`config.mk`:
```
export PLATFORM = sky130hd
export DESIGN_NAME = cal_lut_serial_loader_flat
export DESIGN_NICKNAME = d
export VERILOG_FILES = /design/src/rtl/cal_lut_serial_loader_pkg.sv /design/src/rtl/cal_lut_serial_loader_if.sv /design/src/rtl/cal_lut_serial_loader_half_timer.sv /design/src/rtl/cal_lut_serial_loader.sv /design/src/flat_wrapper.sv
export SDC_FILE = /design/constraint.sdc
export NUM_CORES = 1
export LEC_CHECK = 0
export CAP_MARGIN = 20
export CORE_UTILIZATION = 55
export DETAILED_ROUTE_END_ITERATION = 6
export GPL_TIMING_DRIVEN = 1
export PLACE_DENSITY_LB_ADDON = 0.2
export SETUP_SLACK_MARGIN = 0.5
export SLEW_MARGIN = 25
export SYNTH_ARGS = -nofsm -noshare
export SYNTH_HDL_FRONTEND = slang
export SYNTH_SLANG_ARGS = --single-unit
```
`constraint.sdc`:
```
create_clock -name clk -period 5.3 [get_ports clk]
set_input_delay 1.325 -clock clk [delete_from_list [all_inputs] [get_ports clk]]
set_output_delay 1.325 -clock clk [all_outputs]
set_load 0.01 [all_outputs]
```
`src/rtl/cal_lut_serial_loader_pkg.sv`:
```
// Shared constants for the calibration-LUT loader: LUT geometry and FSM state codes.
// Entry count tracks the sensor's VDAC resolution so both sides agree on LUT size.
package cal_lut_pkg;

    localparam int N_VDAC    = 6;
    localparam int N_LUT     = 6;
    localparam int N_ENTRIES = 2 ** (N_VDAC - 1);

    localparam logic [2:0] ST_IDLE = 3'd0;
    localparam logic [2:0] ST_WAIT = 3'd1;
    localparam logic [2:0] ST_LO   = 3'd2;
    localparam logic [2:0] ST_HI   = 3'd3;
    localparam logic [2:0] ST_DONE = 3'd4;

endpackage

```
`src/rtl/cal_lut_serial_loader_if.sv`:
```
// Control and entry stream between configuration logic (master) and the LUT loader (slave).
// in_valid/in_ready is a plain valid-ready handshake; start/abort are single-cycle strobes.
interface cal_lut_serial_loader_if;
    import cal_lut_pkg::*;

    logic             start;
    logic             abort;
    logic             in_valid;
    logic             in_ready;
    logic [N_LUT-1:0] in_data;

    modport master (
        output start, abort, in_valid, in_data,
        input  in_ready
    );

    modport slave (
        input  start, abort, in_valid, in_data,
        output in_ready
    );

endinterface

```
`src/rtl/cal_lut_serial_loader_half_timer.sv`:
```
// Down-counter timing one cal_clk phase; reloaded on each LO/HI entry, o_tc marks the phase's last cycle.
// No backpressure: counts every clk while enabled, holds at zero otherwise.
module cal_half_timer #(
    parameter int HALF_PERIOD = 4
) (
    input  logic clk,
    input  logic reset_n,
    input  logic i_load,
    input  logic i_en,
    output logic o_tc
);

    localparam int CW = $clog2(HALF_PERIOD + 1);

    logic [CW-1:0] r_cnt;

    always_ff @(posedge clk or negedge reset_n) begin
        if (!reset_n) begin
            r_cnt <= '0;
        end else if (i_load) begin
            r_cnt <= CW'(HALF_PERIOD - 1);
        end else if (r_cnt != '0) begin
            r_cnt <= r_cnt - 1'b1;
        end
    end

    assign o_tc = i_en && (r_cnt == '0);

endmodule

```
`src/rtl/cal_lut_serial_loader.sv`:
```
// Serializes 32 six-bit LUT entries MSB-first onto cal_clk/cal_dat, then raises cal_ena; 1+12*HALF_PERIOD cycles per entry.
// Backpressure: in_ready only while waiting for the next entry; a stall parks cal_clk low indefinitely.
module cal_lut_serial_loader
    import cal_lut_pkg::*;
#(
    parameter int HALF_PERIOD = 4
) (
    input  logic                    clk,
    input  logic                    reset_n,
    cal_lut_serial_loader_if.slave  i_cfg,
    output logic                    o_cal_clk,
    output logic                    o_cal_dat,
    output logic                    o_cal_ena,
    output logic                    o_busy,
    output logic                    o_done
);

    localparam int BIT_W = $clog2(N_LUT);
    localparam int IDX_W = $clog2(N_ENTRIES);

    logic [2:0]       r_state;
    logic [2:0]       w_state_nxt;
    logic [N_LUT-1:0] r_shreg;
    logic [BIT_W-1:0] r_bit_cnt;
    logic [IDX_W-1:0] r_entry_idx;
    logic             r_cal_clk;
    logic             r_cal_dat;
    logic             r_cal_ena;
    logic             r_busy;
    logic             r_done;

    logic w_tc;
    logic w_tmr_en;
    logic w_tmr_load;
    logic w_launch;
    logic w_accept;
    logic w_shift;
    logic w_next_entry;
    logic w_abort;

    always_comb begin
        w_state_nxt = r_state;
        case (r_state)
            ST_IDLE: if (i_cfg.start && !i_cfg.abort) w_state_nxt = ST_WAIT;
            ST_WAIT: begin
                if (i_cfg.abort)         w_state_nxt = ST_IDLE;
                else if (i_cfg.in_valid) w_state_nxt = ST_LO;
            end
            ST_LO: begin
                if (i_cfg.abort) w_state_nxt = ST_IDLE;
                else if (w_tc)   w_state_nxt = ST_HI;
            end
            ST_HI: begin
                if (i_cfg.abort) begin
                    w_state_nxt = ST_IDLE;
                end else if (w_tc) begin
                    if (r_bit_cnt != '0)        w_state_nxt = ST_LO;
                    else if (r_entry_idx != '0) w_state_nxt = ST_WAIT;
                    else                        w_state_nxt = ST_DONE;
                end
            end
            ST_DONE: w_state_nxt = ST_IDLE;
            default: w_state_nxt = ST_IDLE;
        endcase
    end

    // Transition strobes: every registered update below keys off a state change.
    assign w_launch     = (r_state == ST_IDLE) && (w_state_nxt == ST_WAIT);
    assign w_accept     = (r_state == ST_WAIT) && (w_state_nxt == ST_LO);
    assign w_shift      = (r_state == ST_HI)   && (w_state_nxt == ST_LO);
    assign w_next_entry = (r_state == ST_HI)   && (w_state_nxt == ST_WAIT);
    assign w_abort      = i_cfg.abort && (r_state != ST_IDLE);

    assign w_tmr_en   = (r_state == ST_LO) || (r_state == ST_HI);
    assign w_tmr_load = (w_state_nxt != r_state) &&
                        ((w_state_nxt == ST_LO) || (w_state_nxt == ST_HI));

    cal_half_timer #(
        .HALF_PERIOD (HALF_PERIOD)
    ) u_half_timer (
        .clk     (clk),
        .reset_n (reset_n),
        .i_load  (w_tmr_load),
        .i_en    (w_tmr_en),
        .o_tc    (w_tc)
    );

    always_ff @(posedge clk or negedge reset_n) begin
        if (!reset_n) begin
            r_state     <= ST_IDLE;
            r_shreg     <= '0;
            r_bit_cnt   <= '0;
            r_entry_idx <= IDX_W'(N_ENTRIES - 1);
            r_cal_clk   <= 1'b0;
            r_cal_dat   <= 1'b0;
            r_cal_ena   <= 1'b0;
            r_busy      <= 1'b0;
            r_done      <= 1'b0;
        end else begin
            r_state   <= w_state_nxt;
            r_cal_clk <= (w_state_nxt == ST_HI);
            r_busy    <= (w_state_nxt == ST_WAIT) || (w_state_nxt == ST_LO) ||
                         (w_state_nxt == ST_HI);
            r_done    <= (w_state_nxt == ST_DONE);

            if (w_launch || w_abort)       r_cal_ena <= 1'b0;
            else if (w_state_nxt == ST_DONE) r_cal_ena <= 1'b1;

            if (w_launch)          r_entry_idx <= IDX_W'(N_ENTRIES - 1);
            else if (w_next_entry) r_entry_idx <= r_entry_idx - 1'b1;

            // cal_dat only moves as cal_clk falls (or before the first LO), so it is stable across each rise.
            if (w_accept) begin
                r_shreg   <= i_cfg.in_data;
                r_bit_cnt <= BIT_W'(N_LUT - 1);
                r_cal_dat <= i_cfg.in_data[N_LUT-1];
            end else if (w_shift) begin
                r_shreg   <= {r_shreg[N_LUT-2:0], 1'b0};
                r_bit_cnt <= r_bit_cnt - 1'b1;
                r_cal_dat <= r_shreg[N_LUT-2];
            end
        end
    end

    assign i_cfg.in_ready = (r_state == ST_WAIT);
    assign o_cal_clk      = r_cal_clk;
    assign o_cal_dat      = r_cal_dat;
    assign o_cal_ena      = r_cal_ena;
    assign o_busy         = r_busy;
    assign o_done         = r_done;

endmodule
```
`src/flat_wrapper.sv`:
```
// flat-port wrapper written by rule: the top's interface ports become plain ports
module cal_lut_serial_loader_flat import cal_lut_pkg::*;
#(
    parameter int HALF_PERIOD = 4
)
  (clk, reset_n, o_cal_clk, o_cal_dat, o_cal_ena, o_busy, o_done, i_cfg_start, i_cfg_abort, i_cfg_in_valid, i_cfg_in_data, i_cfg_in_ready);
  cal_lut_serial_loader_if i_cfg_i ();
  input  logic clk;
  input  logic reset_n;
  output logic o_cal_clk;
  output logic o_cal_dat;
  output logic o_cal_ena;
  output logic o_busy;
  output logic o_done;
  input wire logic [$bits(i_cfg_i.start)-1:0] i_cfg_start;
  input wire logic [$bits(i_cfg_i.abort)-1:0] i_cfg_abort;
  input wire logic [$bits(i_cfg_i.in_valid)-1:0] i_cfg_in_valid;
  input wire logic [$bits(i_cfg_i.in_data)-1:0] i_cfg_in_data;
  output wire logic [$bits(i_cfg_i.in_ready)-1:0] i_cfg_in_ready;
  assign i_cfg_i.start = i_cfg_start;
  assign i_cfg_i.abort = i_cfg_abort;
  assign i_cfg_i.in_valid = i_cfg_in_valid;
  assign i_cfg_i.in_data = i_cfg_in_data;
  assign i_cfg_in_ready = i_cfg_i.in_ready;
  cal_lut_serial_loader #(.HALF_PERIOD(HALF_PERIOD)) u_core (.clk(clk), .reset_n(reset_n), .i_cfg(i_cfg_i), .o_cal_clk(o_cal_clk), .o_cal_dat(o_cal_dat), .o_cal_ena(o_cal_ena), .o_busy(o_busy), .o_done(o_done));
endmodule
```
==> results of run 1 <==
[worst min-delay path, delay by kind of cell (launching register included)]
kind / cells / cell delay (ns)
flops: 1 / 0.37
compound gates: 1 / 0.07
simple gates: 1 / 0.05
[routing by layer]
layer | vias to the layer above | part of all wire (%) | GRT usage, %
met2 | 16 | 48 | 37.5
met4 | 0 | 0.45 | 7.87
met1 | 489 | 49 | 29.5
met5 | - | 0 | 0
met3 | 2 | 2.5 | 2.68
li1 | 501 | - | -
[cell type report]
class / instances / area, sq um / share of cell area, %
Clock buffer: 4 / 26.3 / 1.73
Timing Repair Buffer: 16 / 155 / 10.2
Multi-Input combinational cell: 94 / 661 / 43.4
Inverter: 10 / 37.5 / 2.47
Sequential cell: 24 / 607 / 39.9
Tap cell: 28 / 35.0 / 2.30
[power breakdown]
| part | internal (mW) | switching [mW] |
|---|---|---|
| clock network | 0.0294 | 0.0547 |
| registers | 0.228 | 0.0308 |
| logic | 0.0721 | 0.0800 |
[through the flow]
step	hold WS [ns]	utilization [%]	setup WS, ns
after CTS	0.509	68.1	2.02
final	0.508	68.1	2.04
after detailed placement	0.478	66.9	1.93
after global routing	0.540	68.1	1.94
after global placement	0.469	67.2	2.04
after floorplan	0.455	-	2.63
[sequential cells by signal (all words and copies together), names as in the netlist]
register	cells
u_core.r_entry_idx	5
u_core.r_shreg	5
u_core.r_bit_cnt	3
u_core.r_state	3
u_core.u_half_timer.r_cnt	3
u_core.o_busy	1
u_core.o_cal_clk	1
u_core.o_cal_dat	1
u_core.o_cal_ena	1
u_core.o_done	1
[worst paths after layout]
kind / cells past startpoint / endpoint / slack (ns)
max: 2 / i_cfg_in_ready / 2.04
min: 2 / u_core.r_bit_cnt[1] / 0.51
max reg2reg: 8 / u_core.r_bit_cnt[2] / 2.95
min reg2reg: 2 / u_core.r_bit_cnt[1] / 0.51
max in group asynchronous: 1 / u_core.r_entry_idx[4] / 3.96
min in group asynchronous: 1 / u_core.u_half_timer.r_cnt[2] / 0.97
[cells in the mapped netlist (3+ instances only)]
cell type,n,area [sq um]
ha_1,6,75.1
or4_1,3,22.5
nand2b_1,6,37.5
clkbuf_1,4,15.0
mux2i_1,5,50.1
dfstp_2,5,131
nand2_1,13,48.8
nor3_1,5,25.0
nand3_1,4,20.0
nor2_1,7,26.3
o21ai_1,8,40.0
dfrtp_1,19,475
inv_1,9,33.8
a21oi_1,4,20.0
[kinds of logic (layout without fill, tap and decap cells)]
kind of cell | count (synthesis) | after routing | share of synthesized area [%]
adders and majority gates | 6 | 6 | 5.67
AOI/OAI and AO/OA | 29 | 29 | 16.9
muxes | 5 | 5 | 3.78
DFF | 24 | 24 | 45.8
and+or+nand+nor | 52 | 52 | 22.2
buffers and inverters | 15 | 30 | 4.34
xor gates and xnor gates | 2 | 2 | 1.32
==> flow_metrics.tcl, run 1 <==
set metrics [dict create \
    num_vias 1008 \
    cts_tree "built" \
    yosys.cell_types.count 42 \
    postSynthAreaPerCell_sq_um 9.96 \
    nNetsFinal 166 \
    drc 0 \
    dieHeight_um 51.1 \
    tightest_slew_ns 0.829 \
    place_congestion 0.906 \
    crit_chain "nor3b_1, clkdlybuf4s50_1" \
    final_cell_mix "dfrtp_1, clkdlybuf4s50_1, nand2_1" \
    final_common_cell "dfrtp_1" \
    cts_buffers 3 \
    insertion_delay_ns 0.31 \
    clockBufferDepth 2 \
    syn-num-nets 150 \
    synth_edf_count 0 \
    p_leak_nw 0.663 \
    crit_buf_inv 1 \
    hp-class "reg2reg" \
    drtIter0Drc 26 \
    finalCritPeriodShare_pct 61.6 \
    async_flop_share_pct 100 \
    grt_overflow_total 0 \
    powerDensity_nw_per_um2 325 \
    core_area_sq_um 2230 \
    initial_core_util_pct 59.3 \
    ant_nets 0 \
    insertedDiodeCount 0 \
    grt_first_pass_wirelength_um 4350 \
    worst_path_dominant_cell_family "flip-flops" \
    finalMaxSlewViolations 0 \
    groute.usage.overall_pct 22.3 \
    path_clk_slew_ns 0.13 \
    postCtsSetupBuffers 0 \
    netlist_instances 133 \
    finalNonFillerCells 176 \
    vdd_drop_max_v 0.000209 \
    crit_path_start "u_core.r_state[1]" \
    htreeDepth 1 \
    status "completed" \
    ys_seq_elements 24 \
    postRouteWirelength_um 2640 \
    ys_warn_count 0 \
    synthFlopType "dfrtp_1" \
    dp_cells 172 \
    synth_area_sq_um 1330 \
    setup.worst_path.start_class "flip-flop" \
    antenna_found_initial 0 \
    crit_arrival_ns 1.94 \
    die_area_sq_um 2610 \
    p_total_mw 0.495 \
    dp_hpwl_um 1900 \
    cp.required_ns 3.97 \
    first_pass_iters 4 \
    fin_skew_ns 0.00547 \
    timing.final.hold_violations 0 \
    rows 17 \
    fill_cells 193 \
    clock-root-buffer "clkbuf_4" \
    postCtsHoldBufs 0 \
    r2r-start "u_core.u_half_timer.r_cnt[0]" \
    fin_crit_ns 3.26 \
    crit_path_top_delay_cell "dfrtp_1" \
    crit_type "reg2out" \
    relSlewSlack_pct 44.7 \
    seq_area_frac_synth_pct 45.8 \
    rsz0062_at_grt "false" \
    drive_above_1_share_pct 10.8 \
    portBuffers 16 \
    max_cap_violations 0 \
    post_cts_resized 0 \
    end_kind "output port" \
    die_w_um 51.1 \
    fmaxAchievable_mhz 307 \
    via_per_inst 5.73 \
    setup_viol 0 \
    crit_path_max_fanout 24 \
    min-delay-start "u_core.r_bit_cnt[1]" \
    clock_sinks 24 \
    grt_pass1_vias 999 \
    pin_count 17 \
    post_dp_cell_area_sq_um 1500 \
    grt_max_degree 25 \
    slowest_delay_ns 0.71 \
    wl_per_cell_um 15.0 \
    design_area_sq_um 1520 \
    syn2layout_area_growth_pct 14.8 \
    fin_tns_setup_ns 0 \
]
(Power assumes the default switching activity.)
==> inputs of run 2 (changes only) <==
--- a/config.mk
+++ b/config.mk
@@ -6,7 +6,7 @@
 export NUM_CORES = 1
 export LEC_CHECK = 0
 export CAP_MARGIN = 20
-export CORE_UTILIZATION = 55
+export CORE_UTILIZATION = 54
 export DETAILED_ROUTE_END_ITERATION = 6
 export GPL_TIMING_DRIVEN = 1
 export PLACE_DENSITY_LB_ADDON = 0.2
==> constraint.sdc (replaced) <==
create_clock -name clk -period 3.2 [get_ports clk]
set_input_delay 0.8 -clock clk [delete_from_list [all_inputs] [get_ports clk]]
set_output_delay 0.8 -clock clk [all_outputs]
set_load 0.01 [all_outputs]
==> run 2 against run 1 <==
Die area up 1.8%. Final cell count up 1.7%. Clock-buffer cell count unchanged. Utilization up 0.36 points. Clock power up 64%. Worst setup slack worse by 1.5 ns. Combinational power up 67%. Critical endpoint unchanged. Largest power group unchanged.
==> flow_metrics.tcl, run 2 (same netlist as run 1, synthesis figures left out) <==
set metrics [dict create \
    initial_core_util_pct 58.8 \
    finalCritPeriodShare_pct 82.5 \
    p_sw_share_pct 32.9 \
    htreeDepth 1 \
    rrSetupSlack_ns 0.89 \
    pin_count 17 \
    cp.required_ns 2.40 \
    p_int_mw 0.548 \
    crit_arrival_ns 1.84 \
    seqPwrFrac_pct 52.0 \
    design_area_sq_um 1540 \
    clock-root-buffer "clkbuf_4" \
    p_total_mw 0.817 \
    core_area_sq_um 2250 \
    postCtsSetupBuffers 0 \
    p_leak_nw 0.678 \
    rsz0062_at_grt "false" \
    hp-class "in2async" \
    grt_overflow_total 0 \
    grt_first_pass_wirelength_um 4460 \
    cts_buffers 3 \
    setup.worst_path.end "i_cfg_in_ready" \
    status "completed" \
    end_kind "output port" \
    grt_pass1_vias 1015 \
    num_vias 1029 \
    dp_hpwl_um 1910 \
    final_cell_mix "dfrtp_1, clkdlybuf4s50_1, nand2_1" \
    setup.worst_path.start_class "flip-flop" \
    fin_tns_setup_ns 0 \
    drc 0 \
    crit_type "reg2out" \
    rows 17 \
    pwr-share-clk_pct 16.9 \
    insertion_delay_ns 0.32 \
    r2r-start "u_core.u_half_timer.r_cnt[0]" \
    wl_per_cell_um 14.4 \
    setup_viol 0 \
    vdd_drop_max_v 0.000498 \
    largest_registers "u_core.r_entry_idx (5), u_core.r_shreg (5)" \
    hold-worst-slack_ns 0.403 \
    die_w_um 51.5 \
    finalMaxSlewViolations 0 \
    groute.usage.overall_pct 23.1 \
    first_pass_iters 4 \
    fin_crit_ns 2.64 \
    p_switching_mw 0.269 \
    worstRegToRegCells 8 \
    dieHeight_um 51.5 \
    nNetsFinal 169 \
    tightest_slew_ns 0.454 \
    grt_max_degree 22 \
    cts_tree "built" \
    final_common_cell "dfrtp_1" \
    clockBufferDepth 2 \
    final_util_pct 68.5 \
    drtIter0Drc 18 \
    place_congestion 0.937 \
    timing.final.hold_violations 0 \
    portBuffers 16 \
    max_cap_violations 0 \
    via_per_inst 5.75 \
    syn2layout_area_growth_pct 16.5 \
    die_area_sq_um 2660 \
    drive_above_1_share_pct 12.6 \
    relSlewSlack_pct 69.7 \
    postCtsHoldBufs 0 \
    path_clk_slew_ns 0.13 \
    fin_skew_ns 0.00501 \
    post_dp_cell_area_sq_um 1520 \
    power_frac_comb_pct 31.1 \
    post_cts_resized 0 \
    postRouteWirelength_um 2580 \
    ant_nets 0 \
    crit_path_start "u_core.r_state[0]" \
    antenna_found_initial 0 \
    insertedDiodeCount 0 \
    r2r-end "u_core.r_entry_idx[4]" \
    powerDensity_nw_per_um2 529 \
    fmaxAchievable_mhz 379 \
    clock_sinks 24 \
    crit_path_max_fanout 14 \
]
## run 2: critical path: stages, from the launching register on
cell and delay, ns:
dfrtp_1 0.64, nor3b_1 0.29, clkdlybuf4s50_1 0.59
## run 2: worst min-delay path by stage
stage	slack, ns	endpoint	from	cells after the start
final	0.40	u_core.u_half_timer.r_cnt[0]	reset_n	1
after global routing	0.44	u_core.u_half_timer.r_cnt[0]	reset_n	1
after CTS	0.51	u_core.r_bit_cnt[1]	u_core.r_bit_cnt[1]	2
after detailed placement	0.48	u_core.r_bit_cnt[1]	u_core.r_bit_cnt[1]	2
after global placement	0.47	u_core.o_cal_dat	u_core.o_cal_dat	2
after floorplan	0.46	u_core.r_shreg[1]	u_core.r_shreg[1]	2
## run 2: metal layers
| layer | global-route usage (%) | wire length (um) |
|---|---|---|
| met5 | 0 | 0 |
| met4 | 10.8 | 52 |
| met3 | 4.09 | 84 |
| met2 | 37.7 | 1270 |
| met1 | 29.8 | 1170 |
## run 2: through the flow
step | setup WS (ns) | instances
4_1_cts | 0.565 | 179
5_1_grt | 0.506 | 179
2_1_floorplan | 1.05 | 133
6_report | 0.561 | 179
3_5_place_dp | 0.399 | 175
3_3_place_gp | 0.464 | 175
## run 2: area by class of cell
type / count / area, sq um
clock buffer: 4 / 26.3
fill: 202 / 711
inverter: 10 / 37.5
multi-input combinational: 94 / 661
sequential: 24 / 607
tap: 28 / 35.0
timing repair buffer: 19 / 178
## run 2: power groups by stage
stage / logic (mW) / registers (mW) / clock network [mW]
floorplan: 0.181 / 0.419 / 0
global placement: 0.243 / 0.426 / 0
detailed placement: 0.255 / 0.431 / 0
CTS: 0.257 / 0.426 / 0.141
global route: 0.292 / 0.433 / 0.153
finish: 0.254 / 0.425 / 0.138
